File: src/rtl/ram_arbiter_if.sv
// Port bundle for the two-port RAM arbiter: instruction requester, data requester and RAM.
// The slave modport is the arbiter's view; master is the requester/RAM environment.
interface ram_arbiter_if;
  logic        i_req;
  logic [31:0] i_addr;
  logic        i_gnt;
  logic [31:0] i_rdata;
  logic        i_rvalid;
  logic        i_fault;

  logic        d_req;
  logic        d_we;
  logic [3:0]  d_be;
  logic [31:0] d_addr;
  logic [31:0] d_wdata;
  logic        d_gnt;
  logic [31:0] d_rdata;
  logic        d_rvalid;
  logic        d_fault;

  logic        ram_req;
  logic        ram_we;
  logic [3:0]  ram_be;
  logic [31:0] ram_addr;
  logic [31:0] ram_wdata;
  logic [31:0] ram_rdata;
  logic        ram_rvalid;
  logic        ram_fault;

  modport slave (
    input  i_req, i_addr,
    input  d_req, d_we, d_be, d_addr, d_wdata,
    input  ram_rdata, ram_rvalid, ram_fault,
    output i_gnt, i_rdata, i_rvalid, i_fault,
    output d_gnt, d_rdata, d_rvalid, d_fault,
    output ram_req, ram_we, ram_be, ram_addr, ram_wdata
  );

  modport master (
    output i_req, i_addr,
    output d_req, d_we, d_be, d_addr, d_wdata,
    output ram_rdata, ram_rvalid, ram_fault,
    input  i_gnt, i_rdata, i_rvalid, i_fault,
    input  d_gnt, d_rdata, d_rvalid, d_fault,
    input  ram_req, ram_we, ram_be, ram_addr, ram_wdata
  );
endinterface

File: src/rtl/ram_arbiter.sv
// Round-robin arbiter sharing one pipelined RAM between an instruction and a data port.
// A {valid, owner} tag pipeline of LATENCY stages routes each RAM response back to its port.
module ram_arbiter #(
  parameter int LATENCY = 2,
  parameter int CNT_W   = 16
) (
  input  logic             clk,
  input  logic             rst_n,
  ram_arbiter_if.slave     bus,
  output logic [CNT_W-1:0] conflict_cnt,
  output logic             resp_err
);

  localparam logic [CNT_W-1:0] CNT_ONE = 1;

  function automatic logic [CNT_W-1:0] sat_inc(input logic [CNT_W-1:0] v);
    return (&v) ? v : v + CNT_ONE;
  endfunction

  logic               contend;
  logic               rr_d;      // 1: data port wins the next contended cycle
  logic               i_gnt;
  logic               d_gnt;
  logic               ram_req;
  logic [LATENCY-1:0] vld_p;
  logic [LATENCY-1:0] own_p;     // 1: data port owns the tag
  logic               dlv;
  logic               i_dlv;
  logic               d_dlv;
  logic [31:0]        i_rdata_q;
  logic [31:0]        d_rdata_q;

  assign contend = bus.i_req & bus.d_req;
  assign i_gnt   = rst_n & bus.i_req & (~bus.d_req | ~rr_d);
  assign d_gnt   = rst_n & bus.d_req & (~bus.i_req | rr_d);
  assign ram_req = i_gnt | d_gnt;

  assign bus.i_gnt   = i_gnt;
  assign bus.d_gnt   = d_gnt;
  assign bus.ram_req = ram_req;
  assign bus.i_fault = i_gnt & bus.ram_fault;
  assign bus.d_fault = d_gnt & bus.ram_fault;

  always_comb begin
    bus.ram_we    = 1'b0;
    bus.ram_be    = 4'h0;
    bus.ram_addr  = 32'h0;
    bus.ram_wdata = 32'h0;
    if (d_gnt) begin
      bus.ram_we    = bus.d_we;
      bus.ram_be    = bus.d_be;
      bus.ram_addr  = bus.d_addr;
      bus.ram_wdata = bus.d_wdata;
    end else if (i_gnt) begin
      bus.ram_be    = 4'hF;
      bus.ram_addr  = bus.i_addr;
    end
  end

  // Response stage: a response is forwarded only when the last tag expects one.
  assign dlv   = bus.ram_rvalid & vld_p[LATENCY-1];
  assign i_dlv = dlv & ~own_p[LATENCY-1];
  assign d_dlv = dlv &  own_p[LATENCY-1];

  assign bus.i_rvalid = i_dlv;
  assign bus.d_rvalid = d_dlv;
  assign bus.i_rdata  = i_dlv ? bus.ram_rdata : i_rdata_q;
  assign bus.d_rdata  = d_dlv ? bus.ram_rdata : d_rdata_q;

  always_ff @(posedge clk or negedge rst_n) begin
    if (!rst_n) begin
      rr_d         <= 1'b1;
      conflict_cnt <= '0;
      resp_err     <= 1'b0;
      vld_p        <= '0;
      i_rdata_q    <= 32'h0;
      d_rdata_q    <= 32'h0;
    end else begin
      if (contend) begin
        rr_d         <= ~rr_d;
        conflict_cnt <= sat_inc(conflict_cnt);
      end
      if (bus.ram_rvalid != vld_p[LATENCY-1])
        resp_err <= 1'b1;
      vld_p[0] <= ram_req & ~bus.ram_fault;
      for (int k = 1; k < LATENCY; k++)
        vld_p[k] <= vld_p[k-1];
      if (i_dlv)
        i_rdata_q <= bus.ram_rdata;
      if (d_dlv)
        d_rdata_q <= bus.ram_rdata;
    end
  end

  // Owner bits are meaningless while their valid bit is clear, so they carry no reset.
  always_ff @(posedge clk) begin
    own_p[0] <= d_gnt;
    for (int k = 1; k < LATENCY; k++)
      own_p[k] <= own_p[k-1];
  end

endmodule

File: src/flat_wrapper.sv
// flat-port wrapper written by rule: the top's interface ports become plain ports
module ram_arbiter_flat 
#(
  parameter int LATENCY = 2,
  parameter int CNT_W   = 16
)
  (clk, rst_n, conflict_cnt, resp_err, bus_i_req, bus_i_addr, bus_d_req, bus_d_we, bus_d_be, bus_d_addr, bus_d_wdata, bus_ram_rdata, bus_ram_rvalid, bus_ram_fault, bus_i_gnt, bus_i_rdata, bus_i_rvalid, bus_i_fault, bus_d_gnt, bus_d_rdata, bus_d_rvalid, bus_d_fault, bus_ram_req, bus_ram_we, bus_ram_be, bus_ram_addr, bus_ram_wdata);
  ram_arbiter_if bus_i ();
  input  logic clk;
  input  logic rst_n;
  output logic [CNT_W-1:0] conflict_cnt;
  output logic resp_err;
  input wire logic [$bits(bus_i.i_req)-1:0] bus_i_req;
  input wire logic [$bits(bus_i.i_addr)-1:0] bus_i_addr;
  input wire logic [$bits(bus_i.d_req)-1:0] bus_d_req;
  input wire logic [$bits(bus_i.d_we)-1:0] bus_d_we;
  input wire logic [$bits(bus_i.d_be)-1:0] bus_d_be;
  input wire logic [$bits(bus_i.d_addr)-1:0] bus_d_addr;
  input wire logic [$bits(bus_i.d_wdata)-1:0] bus_d_wdata;
  input wire logic [$bits(bus_i.ram_rdata)-1:0] bus_ram_rdata;
  input wire logic [$bits(bus_i.ram_rvalid)-1:0] bus_ram_rvalid;
  input wire logic [$bits(bus_i.ram_fault)-1:0] bus_ram_fault;
  output wire logic [$bits(bus_i.i_gnt)-1:0] bus_i_gnt;
  output wire logic [$bits(bus_i.i_rdata)-1:0] bus_i_rdata;
  output wire logic [$bits(bus_i.i_rvalid)-1:0] bus_i_rvalid;
  output wire logic [$bits(bus_i.i_fault)-1:0] bus_i_fault;
  output wire logic [$bits(bus_i.d_gnt)-1:0] bus_d_gnt;
  output wire logic [$bits(bus_i.d_rdata)-1:0] bus_d_rdata;
  output wire logic [$bits(bus_i.d_rvalid)-1:0] bus_d_rvalid;
  output wire logic [$bits(bus_i.d_fault)-1:0] bus_d_fault;
  output wire logic [$bits(bus_i.ram_req)-1:0] bus_ram_req;
  output wire logic [$bits(bus_i.ram_we)-1:0] bus_ram_we;
  output wire logic [$bits(bus_i.ram_be)-1:0] bus_ram_be;
  output wire logic [$bits(bus_i.ram_addr)-1:0] bus_ram_addr;
  output wire logic [$bits(bus_i.ram_wdata)-1:0] bus_ram_wdata;
  assign bus_i.i_req = bus_i_req;
  assign bus_i.i_addr = bus_i_addr;
  assign bus_i.d_req = bus_d_req;
  assign bus_i.d_we = bus_d_we;
  assign bus_i.d_be = bus_d_be;
  assign bus_i.d_addr = bus_d_addr;
  assign bus_i.d_wdata = bus_d_wdata;
  assign bus_i.ram_rdata = bus_ram_rdata;
  assign bus_i.ram_rvalid = bus_ram_rvalid;
  assign bus_i.ram_fault = bus_ram_fault;
  assign bus_i_gnt = bus_i.i_gnt;
  assign bus_i_rdata = bus_i.i_rdata;
  assign bus_i_rvalid = bus_i.i_rvalid;
  assign bus_i_fault = bus_i.i_fault;
  assign bus_d_gnt = bus_i.d_gnt;
  assign bus_d_rdata = bus_i.d_rdata;
  assign bus_d_rvalid = bus_i.d_rvalid;
  assign bus_d_fault = bus_i.d_fault;
  assign bus_ram_req = bus_i.ram_req;
  assign bus_ram_we = bus_i.ram_we;
  assign bus_ram_be = bus_i.ram_be;
  assign bus_ram_addr = bus_i.ram_addr;
  assign bus_ram_wdata = bus_i.ram_wdata;
  ram_arbiter #(.LATENCY(LATENCY), .CNT_W(CNT_W)) u_core (.clk(clk), .rst_n(rst_n), .bus(bus_i), .conflict_cnt(conflict_cnt), .resp_err(resp_err));
endmodule
File: config.mk
export PLATFORM = sky130hd
export DESIGN_NAME = ram_arbiter_flat
export DESIGN_NICKNAME = d
export VERILOG_FILES = /design/src/rtl/ram_arbiter_if.sv /design/src/rtl/ram_arbiter.sv /design/src/flat_wrapper.sv
export SDC_FILE = /design/constraint.sdc
export NUM_CORES = 1
export LEC_CHECK = 0
export BUFFER_PORTS_ARGS = -buffer_cell sky130_fd_sc_hd__buf_4
export CAP_MARGIN = 20
export CORE_AREA = 2 2 114 116
export DETAILED_ROUTE_END_ITERATION = 8
export DIE_AREA = 0 0 116 118
export HOLD_SLACK_MARGIN = 0.05
export PLACE_DENSITY = 0.66
export SYNTH_ARGS = -nofsm -noshare
export SYNTH_HDL_FRONTEND = slang
export SYNTH_SLANG_ARGS = --single-unit
File: constraint.sdc
create_clock -name clk -period 4.6 [get_ports clk]
set_input_delay 0.69 -clock clk [delete_from_list [all_inputs] [get_ports clk]]
set_output_delay 0.69 -clock clk [all_outputs]
set_load 0.02 [all_outputs]
Word level (Yosys, flattened, before mapping) --
Cells that the tools add are included.
Word-level totals: flip-flop bits (word level) 86, input bits 139, output and inout bits 157, logic and storage cells 39
Operators by class: add/subtract/negate cells 1, equal/unequal tests 1, mux-type cells 8, bitwise logic cells 20, reduce and logical (&&, ||, !) cells 2
Operator list (count):
- 32-bit two-way mux | 5
- 16-bit by 1-bit adder with 16-bit output (second input constant) | 1
- 16-bit AND reduction | 1
- 1-bit bitwise AND | 11
- 4-bit two-way mux | 2
- 1-bit inverter | 6
- 1-bit bitwise OR | 3
- 2-bit AND reduction | 1
- 1-bit two-way mux | 1
- 1-bit != test | 1

Longest topological paths before layout --
word-level depth 5, depth in mapped cells 5

Worst setup path after synthesis --
Ideal clock, no wire load.
path type input to output, start in bus_ram_rvalid, end out bus_i_rdata[22], arrival time 2080 ps, required time 3910 ps, path slack 1830 ps, cell stages on the path 5, path buffers 2, cell sequence ha_1 > nor2b_1 > clkbuf_1 > clkbuf_1 > mux2_2
Between the ends: cells in the longest elaborated chain, start to end 3
RTL lines:
- start: declaration | line flat_wrapper.sv:21 | input wire logic [$bits(bus_i.ram_rvalid)-1:0] bus_ram_rvalid;
- 1-bit bitwise AND | line ram_arbiter.sv:61 | assign dlv = bus.ram_rvalid & vld_p[LATENCY-1];
- 1-bit bitwise AND | line ram_arbiter.sv:62 | assign i_dlv = dlv & ~own_p[LATENCY-1];
- via bus_i_rvalid | line flat_wrapper.sv:25 | output wire logic [$bits(bus_i.i_rvalid)-1:0] bus_i_rvalid;
- 32-bit two-way mux | line ram_arbiter.sv:67 | assign bus.i_rdata = i_dlv ? bus.ram_rdata : i_rdata_q;
- end: declaration | line flat_wrapper.sv:24 | output wire logic [$bits(bus_i.i_rdata)-1:0] bus_i_rdata;
The timed path passes the listed nets, and every way through them passes these cells.

Worst setup path in the final report --
start in bus_ram_rvalid, end out bus_i_rdata[5]
Between the ends: cells in the longest elaborated chain, start to end 3
RTL lines (line):
- 1-bit bitwise AND | ram_arbiter.sv:61
- 1-bit bitwise AND | ram_arbiter.sv:62
- 32-bit two-way mux | ram_arbiter.sv:67
No other way between the ends.

==> out/qor.csv <==
stage;metric;value;unit
hold_path;min-delay worst type;reg2reg;
routing;via count;3586;
routing;Vias per Instance;4.60;
logic_synthesis;count of cell types in the netlist;31;
sta;final setup skew;6.46;ps
clock_network;CTS tree;yes;
worst_setup_path;Req. time, crit path;3910;ps
worst_setup_path;critical path arrival;2350;ps
placement;RePlAce Congestion;0.923;
routing;Final ANT Viol Nets;0;
sta;final setup fails;0;
sta;Highest Clock Rate;329;MHz
worst_setup_path;worst flop-to-flop path endpoint;u_core.i_rdata_q[5]$_DFF_PN0_;
routing;routed len/inst;17.6;µm
worst_setup_path;Crit Path Class;in2out;
hold_path;worst hold start;u_core.own_p[0]$_DFF_P_;
logic_synthesis;Yosys reg bits;86;
worst_setup_path;Crit Path Max Fanout;33;
logic_synthesis;most instantiated cells after synthesis;dfrtp_1, mux2_2, and2_1;
logic_synthesis;cells after synthesis;309;
sta;Pins Over Slew Limit;0;
power;Leak;0.00346;µW
worst_setup_path;crit-path most repeated cell;buf_4;
worst_setup_path;Largest stage delay, worst path;790;ps
worst_setup_path;crit path cell chain;buf_4 > ha_1 > nor2b_4 > mux2_2 > buf_4;
clock_network;clk buf depth;2;
logic_synthesis;ys async rst share;0.977;
placement;Port Buffers;295;
worst_setup_path;reg-to-reg setup timing slack;2730;ps
logic_synthesis;ys flop type;dfrtp_1;
sta;Fin Setup TNS;0;ps
power;power per cell area;439;mW/mm²
global_route;GRT Overall Usage;0.193;
logic_synthesis;Synth area leaders;dfrtp_1, mux2_2, a22o_1;
worst_setup_path;R2R depth;3;
logic_synthesis;post-synth top area cell;dfrtp_1;
clock_network;cts hold-fix bufs;0;
floorplan;DIE AREA;0.0137;mm²
sta;Tmin final;3040;ps
clock_network;Skew-Pair Late Insertion Delay;330;ps
logic_synthesis;synthesized area per cell;12.7;µm²
global_route;number of global-route vias before repair;3652;
clock_network;PostCTS Resize Cnt;0;
cells_and_area;share of layout cells above drive strength 1;0.641;
hold_path;worst hold endpoint;u_core.own_p[1]$_DFF_P_;
cells_and_area;Layout Nets;743;
floorplan;num ports;296;
placement;Inst Count DP;762;
sta;unrepaired setup endpoints after global routing;no;
cells_and_area;Final Non-Filler Cells;779;
placement;DPL Wire Length;11.2;mm
floorplan;initial core utilization;0.317;
cells_and_area;Fillers;1123;
clock_network;CTS Sinks;86;
floorplan;Rows;41;
routing;drt pass-1 iters;4;
logic_synthesis;top-count cell post-synth;dfrtp_1;
status;status;complete, no violations;
floorplan;die height;118;µm
global_route;antenna violations before repair;0;
sta;Final period util;0.661;
clock_network;Num CTS Buffers;9;
routing;DRC Markers;0;
routing;Total Wirelength;13.7;mm
logic_synthesis;sequential-to-total area share from yosys stat;0.545;
global_route;first-pass GRT wire length;20.3;mm
logic_synthesis;cell area after synthesis;0.00393;mm²
power;Peak VDD IR;0.167;mV
run;Max-Cap Viols;0;
clock_network;H-tree levels;3;
worst_setup_path;CP Capture Type;primary output;
global_route;global route overflow;0;
placement;Place WS;1520;ps
cells_and_area;diode count;0;
worst_setup_path;Buf/Inv on CP;2;
clock_network;CTS clk-pin slew, worst paths;60;ps
clock_network;Root Buffer;clkbuf_16;
worst_setup_path;CP max-delay cell;nor2b_4;
logic_synthesis;Post-synth EDFFs;0;
worst_setup_path;Worst R2R Start;u_core.vld_p[1]$_DFF_PN0_;
logic_synthesis;share of Yosys cell area claimed by the top area cell type;0.528;
sta;actual slew at the worst max-slew pin;965;ps
floorplan;core area;0.0124;mm²
worst_setup_path;Top Family by Delay on Critical Path;simple AND/OR/NAND/NOR gates;
logic_synthesis;YS warnings;0;
sta;Slew headroom;0.355;
floorplan;Die X;116;µm
worst_setup_path;startpoint types;input port;
cells_and_area;synth-to-layout area growth;69.2;%
logic_synthesis;net count after synthesis;450;
hold_path;WHS Path Cells;0;
global_route;pin count of the biggest net entering global routing;50;
sta;PnR worst setup slack;1560;ps
routing;Iter 0 DRT Violations;176;
clock_network;postcts setup bufs;0;
sta;final hold violations;0;
## power breakdown
group / total, µW / internal, µW / switching, µW
sequential: 1040 / 950 / 85.5
clock: 672 / 395 / 277
combinational: 1210 / 572 / 642
total: 2920 / 1920 / 1000
## cells in the final DEF (no fill, tap or decap), drive strengths merged
cell,count
nand4,7
nor4,6
xnor2,1
nand2,9
clkbuf,13
dfrtp,83
a21o,1
and2,37
a21oi,2
nor2,10
nor2b,1
nor3,6
clkinv,3
nand3,1
or2,2
nor4b,2
dfxtp,2
dfstp,1
ha,2
mux2,65
a22o,32
o21ai,1
and4,1
xor2,15
nor3b,1
buf,300
inv,3
## flip-flops by register name, summed over array words and instances (netlist names)
signal / count
u_core.resp_err: 1
u_core.i_rdata_q: 32
u_core.own_p: 2
u_core.conflict_cnt: 16
u_core.vld_p: 2
u_core.rr_d: 1
u_core.d_rdata_q: 32
## cell families (layout without fill, tap and decap cells)
kind of cell,after synthesis,after routing,share of synthesized area
XOR/XNOR,16,16,0.0357
AND/OR/NAND/NOR,83,83,0.128
flip-flops,86,86,0.545
AO/OA/AOI/OAI,36,36,0.0770
buffers and inverters,21,319,0.0207
adder cells (fa/ha/maj),2,2,0.00637
multiplexers,65,65,0.187
## layer usage
layer / global-route usage / part of all wire / vias to the layer above
met1: 0.227 / 0.38 / 1717
met3: 0.0433 / 0.071 / 18
met5: 0 / 0 / -
li1: - / - / 1683
met2: 0.335 / 0.52 / 168
met4: 0.0796 / 0.028 / 0
## stage by stage
step                      hold WS [ps]  power (µW)  area [µm²]  utilization
after floorplan                    310        1670        3930            -
after global placement             328        2250        6350        0.511
after detailed placement           328        2270        6350        0.511
after CTS                          342        2950        6630        0.534
after global routing               355        3060        6650        0.536
final                              343        2920        6650        0.536
## worst max-delay path by stage
stage | slack, ps | start | cells past startpoint | endpoint
floorplan | 1830 | bus_ram_rvalid | 5 | bus_i_rdata[22]
global placement | 1550 | bus_ram_rvalid | 5 | bus_i_rdata[18]
detailed placement | 1520 | bus_d_req | 6 | bus_ram_wdata[27]
CTS | 1400 | u_core.rr_d$_DFFE_PN1P_ | 5 | bus_ram_wdata[27]
global route | 1460 | bus_ram_rvalid | 5 | bus_i_rdata[9]
finish | 1560 | bus_ram_rvalid | 5 | bus_i_rdata[5]
## cell type report
| cell class | count | area (µm²) | area share |
|---|---|---|---|
| flip-flops and latches | 86 | 2140 | 0.322 |
| clock buffers | 13 | 260 | 0.0391 |
| inverters | 3 | 11.3 | 0.00169 |
| well taps | 172 | 215 | 0.0324 |
| repair buffers | 300 | 2260 | 0.341 |
| multi-input cells | 202 | 1740 | 0.261 |
| clock inverters | 3 | 18.8 | 0.00282 |
## worst reg2reg max path, delay by kind of cell, from the launching register on
kind          cells  cell delay, ps
fa+ha+maj         1             160
flops             1             320
mux               1             470
simple gates      1             790
No activity file was read; power rests on OpenSTA's default activity.
